[config.mk]
export PLATFORM = sky130hd
export DESIGN_NAME = i2c_master_ctrl
export DESIGN_NICKNAME = d
export VERILOG_FILES = /design/src/rtl/i2c_master_ctrl.sv
export SDC_FILE = /design/constraint.sdc
export NUM_CORES = 1
export LEC_CHECK = 0
export BUFFER_PORTS_ARGS = -buffer_cell sky130_fd_sc_hd__buf_2
export CAP_MARGIN = 20
export CORE_MARGIN = 3
export CORE_UTILIZATION = 46
export DETAILED_ROUTE_END_ITERATION = 6
export GPL_TIMING_DRIVEN = 0
export HOLD_SLACK_MARGIN = 0.12
export PLACE_DENSITY = 0.71
export SLEW_MARGIN = 10
export SYNTH_ARGS = -nofsm -noshare
export SYNTH_HDL_FRONTEND = slang
export SYNTH_SLANG_ARGS = --single-unit
[constraint.sdc]
create_clock -name clk -period 2.3 [get_ports clk]
set_input_delay 0.46 -clock clk [delete_from_list [all_inputs] [get_ports clk]]
set_output_delay 0.46 -clock clk [all_outputs]
set_load 0.02 [all_outputs]
[src/rtl/i2c_master_ctrl.sv]
// Single-transaction I2C master: START, device id, R/W, ACK, address, ACK, data, ACK, STOP.
// One bit slot is 2*CLK_DIV clocks; SDA moves mid-low, SDA is sampled mid-high.
module i2c_master_ctrl #(
    parameter int unsigned CLK_DIV = 4
) (
    input  logic       clk,
    input  logic       reset,
    input  logic       req_valid,
    output logic       req_ready,
    input  logic       req_rw,
    input  logic [7:0] req_dev_id,
    input  logic [7:0] req_addr,
    input  logic [7:0] req_wdata,
    output logic       rsp_valid,
    output logic [7:0] rsp_rdata,
    output logic       rsp_err,
    output logic       busy,
    output logic       scl_out,
    output logic       sda_oe,
    input  logic       sda_in
);

    localparam int unsigned SLOT = 2 * CLK_DIV;
    localparam int unsigned PW   = $clog2(SLOT);
    localparam logic [PW-1:0] P_ONE    = PW'(1);
    localparam logic [PW-1:0] P_LAST   = PW'(SLOT - 1);
    localparam logic [PW-1:0] P_HIGH   = PW'(CLK_DIV);
    localparam logic [PW-1:0] P_DRIVE  = PW'(CLK_DIV / 2);
    localparam logic [PW-1:0] P_SAMPLE = PW'(CLK_DIV + CLK_DIV / 2);

    typedef enum logic [3:0] {
        S_IDLE, S_START, S_DEV, S_RW, S_ACK1, S_ADDR, S_ACK2, S_DATA, S_ACK3, S_STOP
    } state_t;

    state_t        state_q, state_d;
    logic [PW-1:0] phase_q, phase_d;
    logic [2:0]    bit_q, bit_d;
    logic [7:0]    dev_q, dev_d, addr_q, addr_d, wdata_q, wdata_d, rdata_q, rdata_d;
    logic          rw_q, rw_d, err_q, err_d, hold_q, hold_d;
    logic          rsp_valid_q, rsp_valid_d, rsp_err_q, rsp_err_d;
    logic [7:0]    rsp_rdata_q, rsp_rdata_d;
    logic          accept, slot_end, sample, slot_drive;

    assign accept   = req_valid && (state_q == S_IDLE);
    assign slot_end = (phase_q == P_LAST);
    assign sample   = (phase_q == P_SAMPLE);

    assign rsp_valid = rsp_valid_q;
    assign rsp_rdata = rsp_rdata_q;
    assign rsp_err   = rsp_err_q;

    always_ff @(posedge clk or negedge reset) begin
        if (!reset) begin
            state_q     <= S_IDLE;
            phase_q     <= '0;
            bit_q       <= '0;
            dev_q       <= '0;
            addr_q      <= '0;
            wdata_q     <= '0;
            rdata_q     <= '0;
            rw_q        <= 1'b0;
            err_q       <= 1'b0;
            hold_q      <= 1'b0;
            rsp_valid_q <= 1'b0;
            rsp_err_q   <= 1'b0;
            rsp_rdata_q <= '0;
        end else begin
            state_q     <= state_d;
            phase_q     <= phase_d;
            bit_q       <= bit_d;
            dev_q       <= dev_d;
            addr_q      <= addr_d;
            wdata_q     <= wdata_d;
            rdata_q     <= rdata_d;
            rw_q        <= rw_d;
            err_q       <= err_d;
            hold_q      <= hold_d;
            rsp_valid_q <= rsp_valid_d;
            rsp_err_q   <= rsp_err_d;
            rsp_rdata_q <= rsp_rdata_d;
        end
    end

    always_comb begin
        state_d = state_q;
        phase_d = phase_q;
        bit_d   = bit_q;
        if (state_q == S_IDLE) begin
            phase_d = '0;
            bit_d   = '0;
            if (req_valid) state_d = S_START;
        end else begin
            phase_d = slot_end ? '0 : phase_q + P_ONE;
            if (slot_end) begin
                // bit_q wraps 7 -> 0 on the last bit, ready for the next byte field
                case (state_q)
                    S_START: state_d = S_DEV;
                    S_DEV: begin
                        bit_d = bit_q + 3'd1;
                        if (bit_q == 3'd7) state_d = S_RW;
                    end
                    S_RW:   state_d = S_ACK1;
                    S_ACK1: state_d = err_q ? S_STOP : S_ADDR;
                    S_ADDR: begin
                        bit_d = bit_q + 3'd1;
                        if (bit_q == 3'd7) state_d = S_ACK2;
                    end
                    S_ACK2: state_d = err_q ? S_STOP : S_DATA;
                    S_DATA: begin
                        bit_d = bit_q + 3'd1;
                        if (bit_q == 3'd7) state_d = S_ACK3;
                    end
                    S_ACK3:  state_d = S_STOP;
                    S_STOP:  state_d = S_IDLE;
                    default: state_d = S_IDLE;
                endcase
            end
        end
    end

    always_comb begin
        dev_d       = dev_q;
        addr_d      = addr_q;
        wdata_d     = wdata_q;
        rw_d        = rw_q;
        err_d       = err_q;
        rdata_d     = rdata_q;
        hold_d      = hold_q;
        rsp_valid_d = 1'b0;
        rsp_err_d   = rsp_err_q;
        rsp_rdata_d = rsp_rdata_q;
        if (accept) begin
            dev_d   = req_dev_id;
            addr_d  = req_addr;
            wdata_d = req_wdata;
            rw_d    = req_rw;
            err_d   = 1'b0;
            rdata_d = '0;
        end
        if (sample) begin
            case (state_q)
                S_ACK1, S_ACK2: if (sda_in) err_d = 1'b1;
                S_ACK3:         if (!rw_q && sda_in) err_d = 1'b1;
                S_DATA:         if (rw_q) rdata_d = {rdata_q[6:0], sda_in};
                default:        ;
            endcase
        end
        // SDA level at the end of a slot carries over until the next mid-low point
        if (slot_end) hold_d = sda_oe;
        if (state_q == S_STOP && slot_end) begin
            rsp_valid_d = 1'b1;
            rsp_err_d   = err_q;
            rsp_rdata_d = (rw_q && !err_q) ? rdata_q : '0;
        end
    end

    always_comb begin
        req_ready  = (state_q == S_IDLE);
        busy       = (state_q != S_IDLE);
        slot_drive = 1'b0;
        case (state_q)
            S_DEV:   slot_drive = ~dev_q[3'd7 - bit_q];
            S_RW:    slot_drive = ~rw_q;
            S_ADDR:  slot_drive = ~addr_q[3'd7 - bit_q];
            S_DATA:  slot_drive = ~rw_q & ~wdata_q[3'd7 - bit_q];
            S_ACK3:  slot_drive = rw_q;
            default: slot_drive = 1'b0;
        endcase
        scl_out = 1'b1;
        sda_oe  = 1'b0;
        case (state_q)
            S_IDLE: begin
                scl_out = 1'b1;
                sda_oe  = 1'b0;
            end
            S_START: begin
                scl_out = 1'b1;
                sda_oe  = (phase_q >= P_HIGH);
            end
            S_STOP: begin
                scl_out = (phase_q >= P_HIGH);
                sda_oe  = (phase_q < P_SAMPLE);
            end
            default: begin
                scl_out = (phase_q >= P_HIGH);
                sda_oe  = (phase_q >= P_DRIVE) ? slot_drive : hold_q;
            end
        endcase
    end

endmodule
## Word level (Yosys, flattened, before mapping)

Cells that the tools add are included.

| word-level totals | value |
|---|---|
| bits in registers | 55 |
| output and inout bits | 14 |

| operators by class | value |
|---|---|
| $add $sub $neg | 3 |
| order comparisons | 4 |
| equal/unequal tests | 16 |
| muxes and demuxes | 35 |
| bitwise operators | 5 |
| reduce and logical (&&, ||, !) cells | 15 |

Operators with widths:

| cell | count |
|---|---|
| 8-bit 2-to-1 mux | 5 |
| 4-bit 2-to-1 mux | 8 |
| 4-bit case mux with 8 select lines | 1 |
| 4-bit by 3-bit == test with 1-bit output, second input constant | 4 |
| 3-bit 2-to-1 mux | 5 |
| 1-bit 2-to-1 mux | 10 |
| 1-bit binary-select mux with 3-bit select | 3 |
| 3-bit == test, second input constant | 3 |
| 3-bit inequality test, second input constant | 3 |
| 4-bit by 2-bit == test with 1-bit output, second input constant | 2 |
| 4-bit == test, second input constant | 2 |
| 3-bit by 1-bit adder with 3-bit output, second input constant | 2 |
| 1-bit case mux with 5 select lines | 1 |
| 5-bit AND reduction | 1 |
| 4-bit by 1-bit == test with 1-bit output, second input constant | 1 |
| 1-bit logical AND | 4 |
| 4-bit zero test | 1 |
| 3-bit by 4-bit less-than comparator with 1-bit output, second input constant | 1 |
| 1-bit NOT | 4 |
| 2-bit nonzero test | 2 |
| 4-bit nonzero test | 1 |
| 2-bit OR reduction | 2 |
| 3-bit by 2-bit >= comparator with 1-bit output, second input constant | 1 |
| 3-bit >= comparator, second input constant | 1 |
| 9 further kinds | 10 |

## Longest topological paths before layout

Gate-level depths: netlist of the first run.

| depth | value |
|---|---|
| depth in word-level cells | 8 |
| depth in mapped cells | 7 |
| depth with buffers taken out | 7 |

## Worst setup path before layout of the first run

Ideal clock, no wire load.

| timing path | value |
|---|---|
| path kind | reg-to-output |
| from | register bit_q[0] |
| to | output sda_oe |
| arrival | 1.757 ns |
| data required time | 1.840 ns |
| setup slack | 0.083 ns |
| cell stages (with the launch flop) | 8 |
| path buffers | 2 |
| cells stage by stage | dfrtp_1 buf_6 buf_6 mux2_1 a222oi_1 a22oi_1 a21oi_1 o21bai_1 |

| between the ends | value |
|---|---|
| cells in the longest elaborated chain, start to end | 8 |
| elaborated cells between the ends (all ways) | 14 |
| classes of those cells | add/sub (1); mux (9); bitwise (4) |

RTL lines:

| element | line | source |
|---|---|---|
| start: declaration | 37 | `logic [2:0] bit_q, bit_d;` |
| start signal: assignment | 70 | `bit_q <= bit_d;` |
| 3-bit subtractor * | 162, 164, 165 |  |
| 1-bit binary-select mux with 3-bit select | 165 | `S_DATA: slot_drive = ~rw_q & ~wdata_q[3'd7 - bit_q];` |
| 1-bit 2-to-1 mux (not written as such) | 165 |  |
| 1-bit NOT | 165 |  |
| 1-bit bitwise AND | 165 |  |
| 1-bit case mux with 5 select lines * | 161 | `case (state_q)` |
| 1-bit 2-to-1 mux * | 186 | `sda_oe = (phase_q >= P_DRIVE) ? slot_drive : hold_q;` |
| 1-bit case mux with 3 select lines * | 171 | `case (state_q)` |
| end: declaration | 19 | `output logic sda_oe,` |

Every way passes the cells marked *; elsewhere a longest branch is shown, timed or not. The select of a mux whose other input is x is not followed.

## Worst setup path in the final report of the first run

Ends and elaborated chain as after synthesis.

==> metrics.md, run 1 <==
| Metric | Value |
|---|---|
| Avg Synthesized Cell Area | 11.5 um^2 |
| CTS Sinks | 55 |
| Initial drt markers | 76 |
| Final design utilization | 58.5% |
| Ys async rst share | 100% |
| H-tree level count | 2 |
| Port bufs | 42 |
| DR vias/cell | 5.44 |
| Die area | 6790 um^2 |
| Post-Syn Area | 2690 um^2 |
| Crit share post-route | 119% |
| Crit. End Element | output port |
| Total track usage | 18.2% |
| Status | finished, violations left |
| Max-Slew Margin vs Limit | 63.9% |
| Layout Cells excl Fill | 369 |
| I/O pin count | 43 |
| RSZ-0062 raised after global routing | yes |
| Ratio of cells with drive above 1 in the final layout | 39.7% |
| Grt ovf | 0 |
| Worst min-delay path category | input pin to flop |
| Residual DRC | 0 |
| Setup violators final | 1 |
| Prevailing post-synth register cell | dfrtp_1 |
| Register Area | 1380 um^2 |
| Synthesis Warnings | 0 |
| Adder-Cell Fraction of Synth Area | 2.33% |
| Multiplexer share of the synthesized area | 18.6% |
| CP required | 1.84 ns |
| Layout area overhead | 21.5% |
| Site Rows | 27 |
| Clock latency on the worst-skew pair | 0.31 ns |
| Syn_nets | 268 |
| Core area | 5570 um^2 |
| Fin. Hold Viols | 0 |
| Worst vdd ir | 0.000698 V |
| Violated checks | negative setup slack |
| Clk buf depth | 2 |
| Vias in the first global route | 1991 |
| Die X | 82.4 um |
| DR vias | 2008 |
| Pin count of the biggest net entering global routing | 37 |
| Multi-input gate area | 1220 um^2 |
| Leak Pwr | 0.00153 uW |
| ANT cells | 0 |
| Most frequent cells in the layout | 55 x dfrtp_1, 46 x buf_2, 35 x mux2_2 |
| Detailed Route WL | 5460 um |
| Final #Nets | 330 |
| Initial Util | 48.2% |
| Post-synth EDFFs | 0 |
| Post-Synth Simple-Gate Area | 11.5% |
| Synth Register Bits | 55 |
| MaxCap Viol Count | 0 |
| Inserted Clock Buffers | 5 |
| Post-synth top area cell | dfrtp_1 |
| Root Driver | clkbuf_8 |
| Overall power | 3840 uW |
| Fmax | 0.364 GHz |
| First-pass GRT wire length | 9230 um |
| Fillers | 485 |
| XOR/XNOR share of the synthesized area | 0% |
| Fin. max-slew vios | 0 |
| Final worst setup slack | -0.444 ns |
| Post-DRT Antenna Nets | 0 |
| Initial antenna violation count | 0 |
| Final RePlAce weighted congestion | 0.860 |
| Yosys cell types | 42 |
| Register area share after synthesis | 51.3% |
| Compound-Gate Fraction of Synth Area | 12.2% |
| Critical path arrival | 2.28 ns |
| Largest family of logic cells by synthesized area | multiplexers |
| PD cells | 1180 nW/um^2 |
| CTS tree | yes |
| Post-DP HPWL | 3900 um |
| Wirelength per Cell | 14.8 um |
| Clock-pin slew on the worst setup and hold paths | 0.10 ns |
| Die H | 82.4 um |
| Clock Skew | 0.00882 ns |
| Post-Syn Instances | 234 |
| Least-Margin Pin Slew | 0.542 ns |
| Top cell type's share of synthesized area | 51.3% |
| Kind of critical path | flop to output port |
| Min cycle time layout | 2.74 ns |
| Most common cell after layout, fill and taps aside | dfrtp_1 |
| Pre-antenna DRT Iters | 4 |
| Placed Cells incl. Taps | 349 |
| Worst Path Max Fanout | 5 |
| WHS | 0.376 ns |
| Synth area leaders | dfrtp_1 51%, mux2_2 16%, nand2_1 3.4% |
| Worst Setup Start Kind | flop |
[power by group]
| group | switching, uW | total, uW | leakage, uW | internal, uW |
|---|---|---|---|---|
| logic | 776 | 1690 | 0.000784 | 913 |
| clock network | 328 | 656 | 0.0000548 | 328 |
| registers | 205 | 1490 | 0.000691 | 1290 |
| total | 1310 | 3840 | 0.00153 | 2530 |
[logic make-up after synthesis]
logic type / count (synthesis)
compound gates: 49
fa+ha+maj: 5
buf+inv: 21
flops: 55
mux: 44
simple gates: 60
[worst max-delay path: stages, from the launching register on]
cell and delay [ns]:
dfrtp_1 0.40, buf_6 0.14, buf_8 0.13, mux2_4 0.30, a222oi_1 0.37, a22oi_2 0.16
a21oi_2 0.18, o21bai_1 0.13, buf_4 0.16
[cell usage after synthesis, drive strengths merged (2+ instances only)]
library cell and number:
a22o 9, o21ai 16, clkbuf 5, a211oi 3, a21oi 8, mux2 38, ha 5, a222oi 2
buf 10, nand2 25, nand3 2, nand4 3, nor2 10, nor2b 7, o21bai 2, mux2i 5
o31ai 2, inv 6, nor3 5, dfrtp 55
[sequential cells by signal, summed over array words and instances (netlist names)]
signal     count
addr_q         8
bit_q          3
dev_q          8
err_q          1
hold_q         1
phase_q        3
rdata_q        8
rsp_err        1
rsp_rdata      8
rsp_valid      1
rw_q           1
state_q        4
wdata_q        8
[metal layers]
metal / track usage (%) / wire length, um / up-vias / part of all wire (%)
met1: 22.6 / 2400 / 971 / 44
li1: - / - / 968 / -
met2: 29.6 / 2620 / 55 / 48
met4: 8.31 / 150 / 0 / 2.7
met5: 0 / 0 / - / 0
met3: 4.66 / 281 / 14 / 5.1
[metrics by stage]
stage / setup WS [ns] / setup TNS (ns) / instance area, um^2
2_1_floorplan: 0.0827 / 0 / 2690
3_3_place_gp: -0.229 / -0.229 / 2990
3_5_place_dp: -0.211 / -0.211 / 3010
4_1_cts: -0.454 / -0.454 / 3230
5_1_grt: -0.595 / -0.595 / 3260
6_report: -0.444 / -0.444 / 3260
[layout make-up]
class,count,area share (%)
flip-flops and latches,55,42.2
clock inverters,3,1.42
plain buffers,15,2.84
repair buffers,55,10.6
clock buffers,5,2.11
multi-input cells,158,37.4
well taps,72,2.76
inverters,6,0.690
[worst paths after layout]
kind | start | end | slack [ns] | depth (start not counted)
max in group asynchronous | reset | addr_q[1] | 1.12 | 3
setup / recovery | bit_q[0] | sda_oe | -0.44 | 8
setup reg to reg | bit_q[0] | hold_q | 0.14 | 8
min in group asynchronous | reset | rsp_valid | 0.62 | 2
hold reg to reg | rsp_rdata[7] | rsp_rdata[7] | 0.48 | 2
hold / removal | req_dev_id[6] | dev_q[6] | 0.38 | 2
[what timing repair did]
action | CTS | global route
hold buffers | 1 | 0
setup endpoints to repair | 1 | 9
pin swaps | 4 | 2
endpoints found under the hold margin | 19 | 0
resized for setup | 7 | 2
buffers inserted | 7 | 3
cloned | 1 | 0
No activity file was read; power rests on OpenSTA's default activity.
==> run 2, diff against run 1 <==
--- a/config.mk
+++ b/config.mk
@@ -5,6 +5,7 @@
 export SDC_FILE = /design/constraint.sdc
 export NUM_CORES = 1
 export LEC_CHECK = 0
+export ABC_AREA = 1
 export BUFFER_PORTS_ARGS = -buffer_cell sky130_fd_sc_hd__buf_2
 export CAP_MARGIN = 20
 export CORE_MARGIN = 3
==> metrics.md, run 2 <==
| Metric | Value |
|---|---|
| Avg Synthesized Cell Area | 9.64 um^2 |
| Clock Skew | 0.00918 ns |
| Layout Cells excl Fill | 422 |
| Crit share post-route | 98.5% |
| Max-Slew Margin vs Limit | 63.6% |
| Worst Setup Start Kind | flop |
| Setup violators final | 0 |
| Worst vdd ir | 0.000671 V |
| Pre-CTS setup slack | 0.194 ns |
| Post-synth top area cell | dfrtp_1 |
| Initial drt markers | 119 |
| RSZ-0062 raised after global routing | yes |
| Inserted Clock Buffers | 5 |
| Clk buf depth | 2 |
| Crit. End Element | output port |
| Clock latency on the worst-skew pair | 0.31 ns |
| DR vias | 2185 |
| Fin. Hold Viols | 0 |
| Root Driver | clkbuf_8 |
| Residual DRC | 0 |
| Top cell type's share of synthesized area | 49.9% |
| Post-DRT Antenna Nets | 0 |
| Critical path arrival | 1.81 ns |
| Flop2flop setup slack | 0.39 ns |
| Leak Pwr | 0.00177 uW |
| Synthesis Warnings | 0 |
| Prevailing post-synth register cell | dfrtp_1 |
| Clock-pin slew on the worst setup and hold paths | 0.10 ns |
| Fmax | 0.441 GHz |
| Syn_nets | 320 |
| Post-DP HPWL | 4200 um |
| Setup_tns | 0 ns |
| ANT cells | 0 |
| Pre-antenna DRT Iters | 5 |
| Synth area leaders | dfrtp_1 50%, mux2_4 10%, nand3_1 8.0% |
| Post-Syn Instances | 286 |
| H-tree level count | 2 |
| Met1 WL | 2880 um |
| Adder-Cell Fraction of Synth Area | 2.27% |
| CTS Sinks | 55 |
| Ys async rst share | 100% |
| Port bufs | 42 |
| Post-synth EDFFs | 0 |
| Multiplexer share of the synthesized area | 12.8% |
| Layout area overhead | 22.5% |
| MaxCap Viol Count | 0 |
| Die X | 83.4 um |
| R2R Path End | rsp_err |
| DR vias/cell | 5.18 |
| Fillers | 452 |
| Total track usage | 17.8% |
| Wirelength per Cell | 14.5 um |
| Detailed Route WL | 6110 um |
| Initial Util | 48.9% |
| Kind of critical path | flop to output port |
| Top sig layer | met4 |
| CP required | 1.84 ns |
| Status | complete, no violations |
| Largest family of logic cells by synthesized area | simple AND/OR/NAND/NOR gates |
| Most common cell after layout, fill and taps aside | nand2_1 |
| Pin count of the biggest net entering global routing | 34 |
| I/O pin count | 43 |
| Final worst setup slack | 0.0335 ns |
| Core area | 5640 um^2 |
| Register area share after synthesis | 49.9% |
| Ratio of cells with drive above 1 in the final layout | 36.6% |
| Worst min-delay path category | input pin to asynchronous set/reset pin |
| PD cells | 1300 nW/um^2 |
| Final #Nets | 383 |
| Least-Margin Pin Slew | 0.546 ns |
| Final RePlAce weighted congestion | 0.869 |
| Initial antenna violation count | 0 |
| Min cycle time layout | 2.27 ns |
| Final design utilization | 59.9% |
| Yosys cell types | 28 |
| Worst Reg2Reg Path Length in Cells | 6 |
| Hold buffer count at CTS | 0 |
| XOR/XNOR share of the synthesized area | 0% |
| R2r startpoint | phase_q[1] |
| First-pass GRT wire length | 10300 um |
| Die area | 6960 um^2 |
| Grt ovf | 0 |
| Placed Cells incl. Taps | 401 |
| WL met3 | 217 um |
| Compound-Gate Fraction of Synth Area | 7.30% |
| Fin. max-slew vios | 0 |
| Site Rows | 27 |
| Worst Path Max Fanout | 6 |
| Vias in the first global route | 2185 |
| Post-Synth Simple-Gate Area | 21.2% |
| Synth Register Bits | 55 |
| CTS tree | yes |
| Most frequent cells in the layout | 52 x nand2_1, 51 x dfrtp_1, 44 x buf_2 |
| Die H | 83.4 um |
| Met2 Routed Length | 2920 um |
| Post-Syn Area | 2760 um^2 |
| Top cells by count, synth | 55 x dfrtp_1, 55 x nand2_1, 44 x nand3_1 |
[run 2: cell count changes after synthesis, moves of 7 or more]
| cell | previous run | this run |
|---|---|---|
| o21ai_0 | 16 | 26 |
| nand2_1 | 24 | 55 |
| mux2_4 | 0 | 19 |
| mux2_2 | 37 | 6 |
| nor2b_1 | 7 | 0 |
| nand3_1 | 2 | 44 |
| a22o_1 | 9 | 0 |
| inv_1 | 6 | 27 |
[run 2: timing repair]
item                                   CTS  global route
endpoints found under the hold margin    0             0
gates resized for setup                  9            24
buffers inserted                         4             8
setup endpoints to repair                1             1
pin swaps                                1            12
gates cloned                             0             2
[run 2: cell type report]
cell class | count | area (um^2) | share of cell area [%]
Inverter | 30 | 118 | 3.48
Clock inverter | 2 | 38.8 | 1.15
Clock buffer | 6 | 72.6 | 2.15
Multi-Input combinational cell | 191 | 1260 | 37.3
Timing Repair Buffer | 57 | 339 | 10.0
Tap cell | 72 | 90.1 | 2.67
Buffer | 9 | 77.6 | 2.30
Sequential cell | 55 | 1380 | 40.9
[run 2: report_power, final]
group	switching [uW]	internal, uW
clock	323	330
sequential	270	1310
combinational	1140	1010
[run 2: cells by family after synthesis]
kind of cell             count (synthesis)
AO/OA/AOI/OAI                           38
multiplexers                            25
buffers and inverters                   40
flip-flops                              55
adder cells (fa/ha/maj)                  5
AND/OR/NAND/NOR                        123
[run 2: stage by stage]
stage / area, um^2 / total power (uW) / hold slack [ns]
2_1_floorplan: 2760 / 2940 / 0.164
3_3_place_gp: 3060 / 3330 / 0.450
3_5_place_dp: 3080 / 3370 / 0.450
4_1_cts: 3230 / 4120 / 0.134
5_1_grt: 3380 / 4700 / 0.152
6_report: 3380 / 4380 / 0.121
[run 2: critical path, cell delays in order (launching register included)]
cell	delay, ns
dfrtp_2	0.45
inv_4	0.07
buf_6	0.13
nand2_1	0.07
nand3_1	0.08
nand3_1	0.08
nand3_1	0.08
nand2_1	0.06
nor2_1	0.03
nand2_1	0.07
nand2_2	0.07
a21boi_2	0.16
buf_6	0.13
[run 2: worst max-delay path by stage]
stage	startpoint	endpoint
final	bit_q[0]	sda_oe
after global routing	state_q[3]	sda_oe
after CTS	state_q[3]	sda_oe
after detailed placement	bit_q[0]	sda_oe
after global placement	bit_q[0]	sda_oe
after floorplan	state_q[1]	sda_oe
[run 2: layer usage]
metal,track usage [%],vias to the layer above
met5,0,-
met4,5.85,0
met3,3.08,10
met2,28.2,52
met1,25.0,1047
li1,-,1076
==> run 3, diff against run 2 <==
--- a/config.mk
+++ b/config.mk
@@ -10,10 +10,12 @@
 export CAP_MARGIN = 20
 export CORE_MARGIN = 3
 export CORE_UTILIZATION = 46
+export CTS_BUF_LIST = sky130_fd_sc_hd__clkbuf_4 sky130_fd_sc_hd__clkbuf_8
 export DETAILED_ROUTE_END_ITERATION = 6
 export GPL_TIMING_DRIVEN = 0
 export HOLD_SLACK_MARGIN = 0.12
-export PLACE_DENSITY = 0.71
+export PLACE_DENSITY = 0.73
+export REMOVE_ABC_BUFFERS = 1
 export SLEW_MARGIN = 10
 export SYNTH_ARGS = -nofsm -noshare
 export SYNTH_HDL_FRONTEND = slang
==> constraint.sdc (replaced) <==
create_clock -name clk -period 2 [get_ports clk]
set_input_delay 0.4 -clock clk [delete_from_list [all_inputs] [get_ports clk]]
set_output_delay 0.4 -clock clk [all_outputs]
set_load 0.02 [all_outputs]
==> metrics.md, run 3 (same netlist as run 2, synthesis figures left out) <==
| Metric | Value |
|---|---|
| Final RePlAce weighted congestion | 0.783 |
| First-pass GRT wire length | 9800 um |
| Status | finished, violations left |
| Leak Pwr | 0.00174 uW |
| Wirelength per Cell | 14.3 um |
| Pre-antenna DRT Iters | 4 |
| Crit-path cells | clkinvlp_4 > buf_6 > nand2_4 > nand3_2 > nand3_2 > nand2_1 > nor2_1 > nor2_1 > nand2_1 > nand2_2 > a21boi_2 > buf_6 |
| Clk buf depth | 2 |
| Vias in the first global route | 2086 |
| Worst vdd ir | 0.000616 V |
| Worst min-delay path category | input pin to flop |
| Detailed Route WL | 5880 um |
| Met2 Routed Length | 2840 um |
| Critical path arrival | 1.86 ns |
| ANT cells | 0 |
| Worst Setup Start Kind | flop |
| Ratio of cells with drive above 1 in the final layout | 35.3% |
| CP top delay family | simple AND/OR/NAND/NOR gates |
| Met1 WL | 2670 um |
| Fmax | 0.442 GHz |
| Setup_tns | -0.261 ns |
| Fin. max-slew vios | 0 |
| Post-DP HPWL | 3930 um |
| Clock latency on the worst-skew pair | 0.30 ns |
| Fillers | 456 |
| Fin. Hold Viols | 0 |
| Initial Util | 48.9% |
| Die H | 83.4 um |
| Root Driver | clkbuf_8 |
| Inserted Clock Buffers | 5 |
| Layout area overhead | 21.1% |
| Port bufs | 42 |
| Crit. End Element | output port |
| Cell at the slowest stage of the critical path | dfrtp_2 |
| Overall power | 5080 uW |
| Total track usage | 17.0% |
| I/O pin count | 43 |
| RSZ-0062 raised after global routing | yes |
| Kind of critical path | flop to output port |
| Min cycle time layout | 2.26 ns |
| Clock-pin slew on the worst setup and hold paths | 0.10 ns |
| CP bufs+invs | 3 |
| Most frequent cells in the layout | 51 x dfrtp_1, 50 x nand2_1, 41 x buf_2 |
| DR vias | 2174 |
| Die X | 83.4 um |
| Site Rows | 27 |
| Residual DRC | 0 |
| Top sig layer | met4 |
| Pin count of the biggest net entering global routing | 36 |
| Multi-input gate area | 1260 um^2 |
| Final worst setup slack | -0.261 ns |
| Max-Slew Margin vs Limit | 60.0% |
| Crit share post-route | 113% |
| Initial drt markers | 225 |
| CTS Sinks | 55 |
| WL met3 | 278 um |
| Setup violators final | 1 |
| Least-Margin Pin Slew | 0.599 ns |
| Worst Path Max Fanout | 4 |
| Post-layout instance area | 3340 um^2 |
| DR vias/cell | 5.28 |
| Violated checks | negative setup slack |
| CP required | 1.60 ns |
| CTS tree | yes |
| PD cells | 1520 nW/um^2 |
| Clock Skew | 0.00607 ns |
| Max incr delay on CP | 0.42 ns |
| Post-DRT Antenna Nets | 0 |
| Most common cell after layout, fill and taps aside | dfrtp_1 |
| Die area | 6960 um^2 |
| H-tree level count | 2 |
| Initial antenna violation count | 0 |
| Grt ovf | 0 |
| Cell area after placement | 3010 um^2 |
| Core area | 5640 um^2 |
| Register Area | 1380 um^2 |
| Final #Nets | 373 |
| MaxCap Viol Count | 0 |
==> run 3: final cells by class <==
type	instances	share of cell area, %
sequential	55	41.4
timing repair buffer	56	10.5
multi-input combinational	191	37.7
clock buffer	6	2.29
clock inverter	2	1.80
inverter	30	3.60
tap	72	2.70
==> run 3: per-layer routing <==
metal	global-route usage, %	vias up
met5	0	-
met4	4.82	0
met3	3.08	10
met2	26.9	60
met1	24.1	1043
li1	-	1061
==> run 3: where the power goes <==
part           switching, uW  total, uW  internal (uW)  leakage (uW)
Sequential               357       1860           1510      0.000694
Combinational           1250       2340           1090      0.000974
Clock                    354        868            514     0.0000688
==> run 3: metrics by stage <==
step                      hold slack [ns]  utilization (%)  setup slack [ns]  instances
after CTS                           0.314             58.0            -0.224        409
after global placement              0.449             53.0            -0.291        390
after detailed placement            0.430             53.4            -0.299        391
final                               0.316             59.2            -0.261        412
after global routing                0.306             59.2            -0.370        412
after floorplan                     0.104                -            0.0264        276
==> run 3: final timing paths <==
check                               from          to  slack, ns  cells after the start
hold / removal             req_dev_id[5]    dev_q[5]       0.32                      2
min in group asynchronous          reset    dev_q[6]       0.65                      2
max in group asynchronous          reset  state_q[0]       0.76                      3
hold reg to reg               phase_q[0]  phase_q[0]       0.48                      1
setup reg to reg              phase_q[0]     rsp_err       0.16                      5
setup / recovery                bit_q[0]      sda_oe      -0.26                     12
==> run 3: worst reg2reg max path, delay by kind of cell, from the launching register on <==
family                     cells  cell delay (ns)
and+or+nand+nor                1             0.39
adders and majority gates      2             0.37
buffers and inverters          1             0.21
muxes                          1             0.38
DFF                            1             0.39
==> run 3: repair_timing <==
| action | in CTS | in global routing |
|---|---|---|
| pin swaps | 5 | 11 |
| hold buffers | 1 | 0 |
| resized for setup | 16 | 12 |
| buffers inserted | 9 | 3 |
| endpoints found under the hold margin | 25 | 0 |
| endpoints found under the setup margin | 1 | 4 |
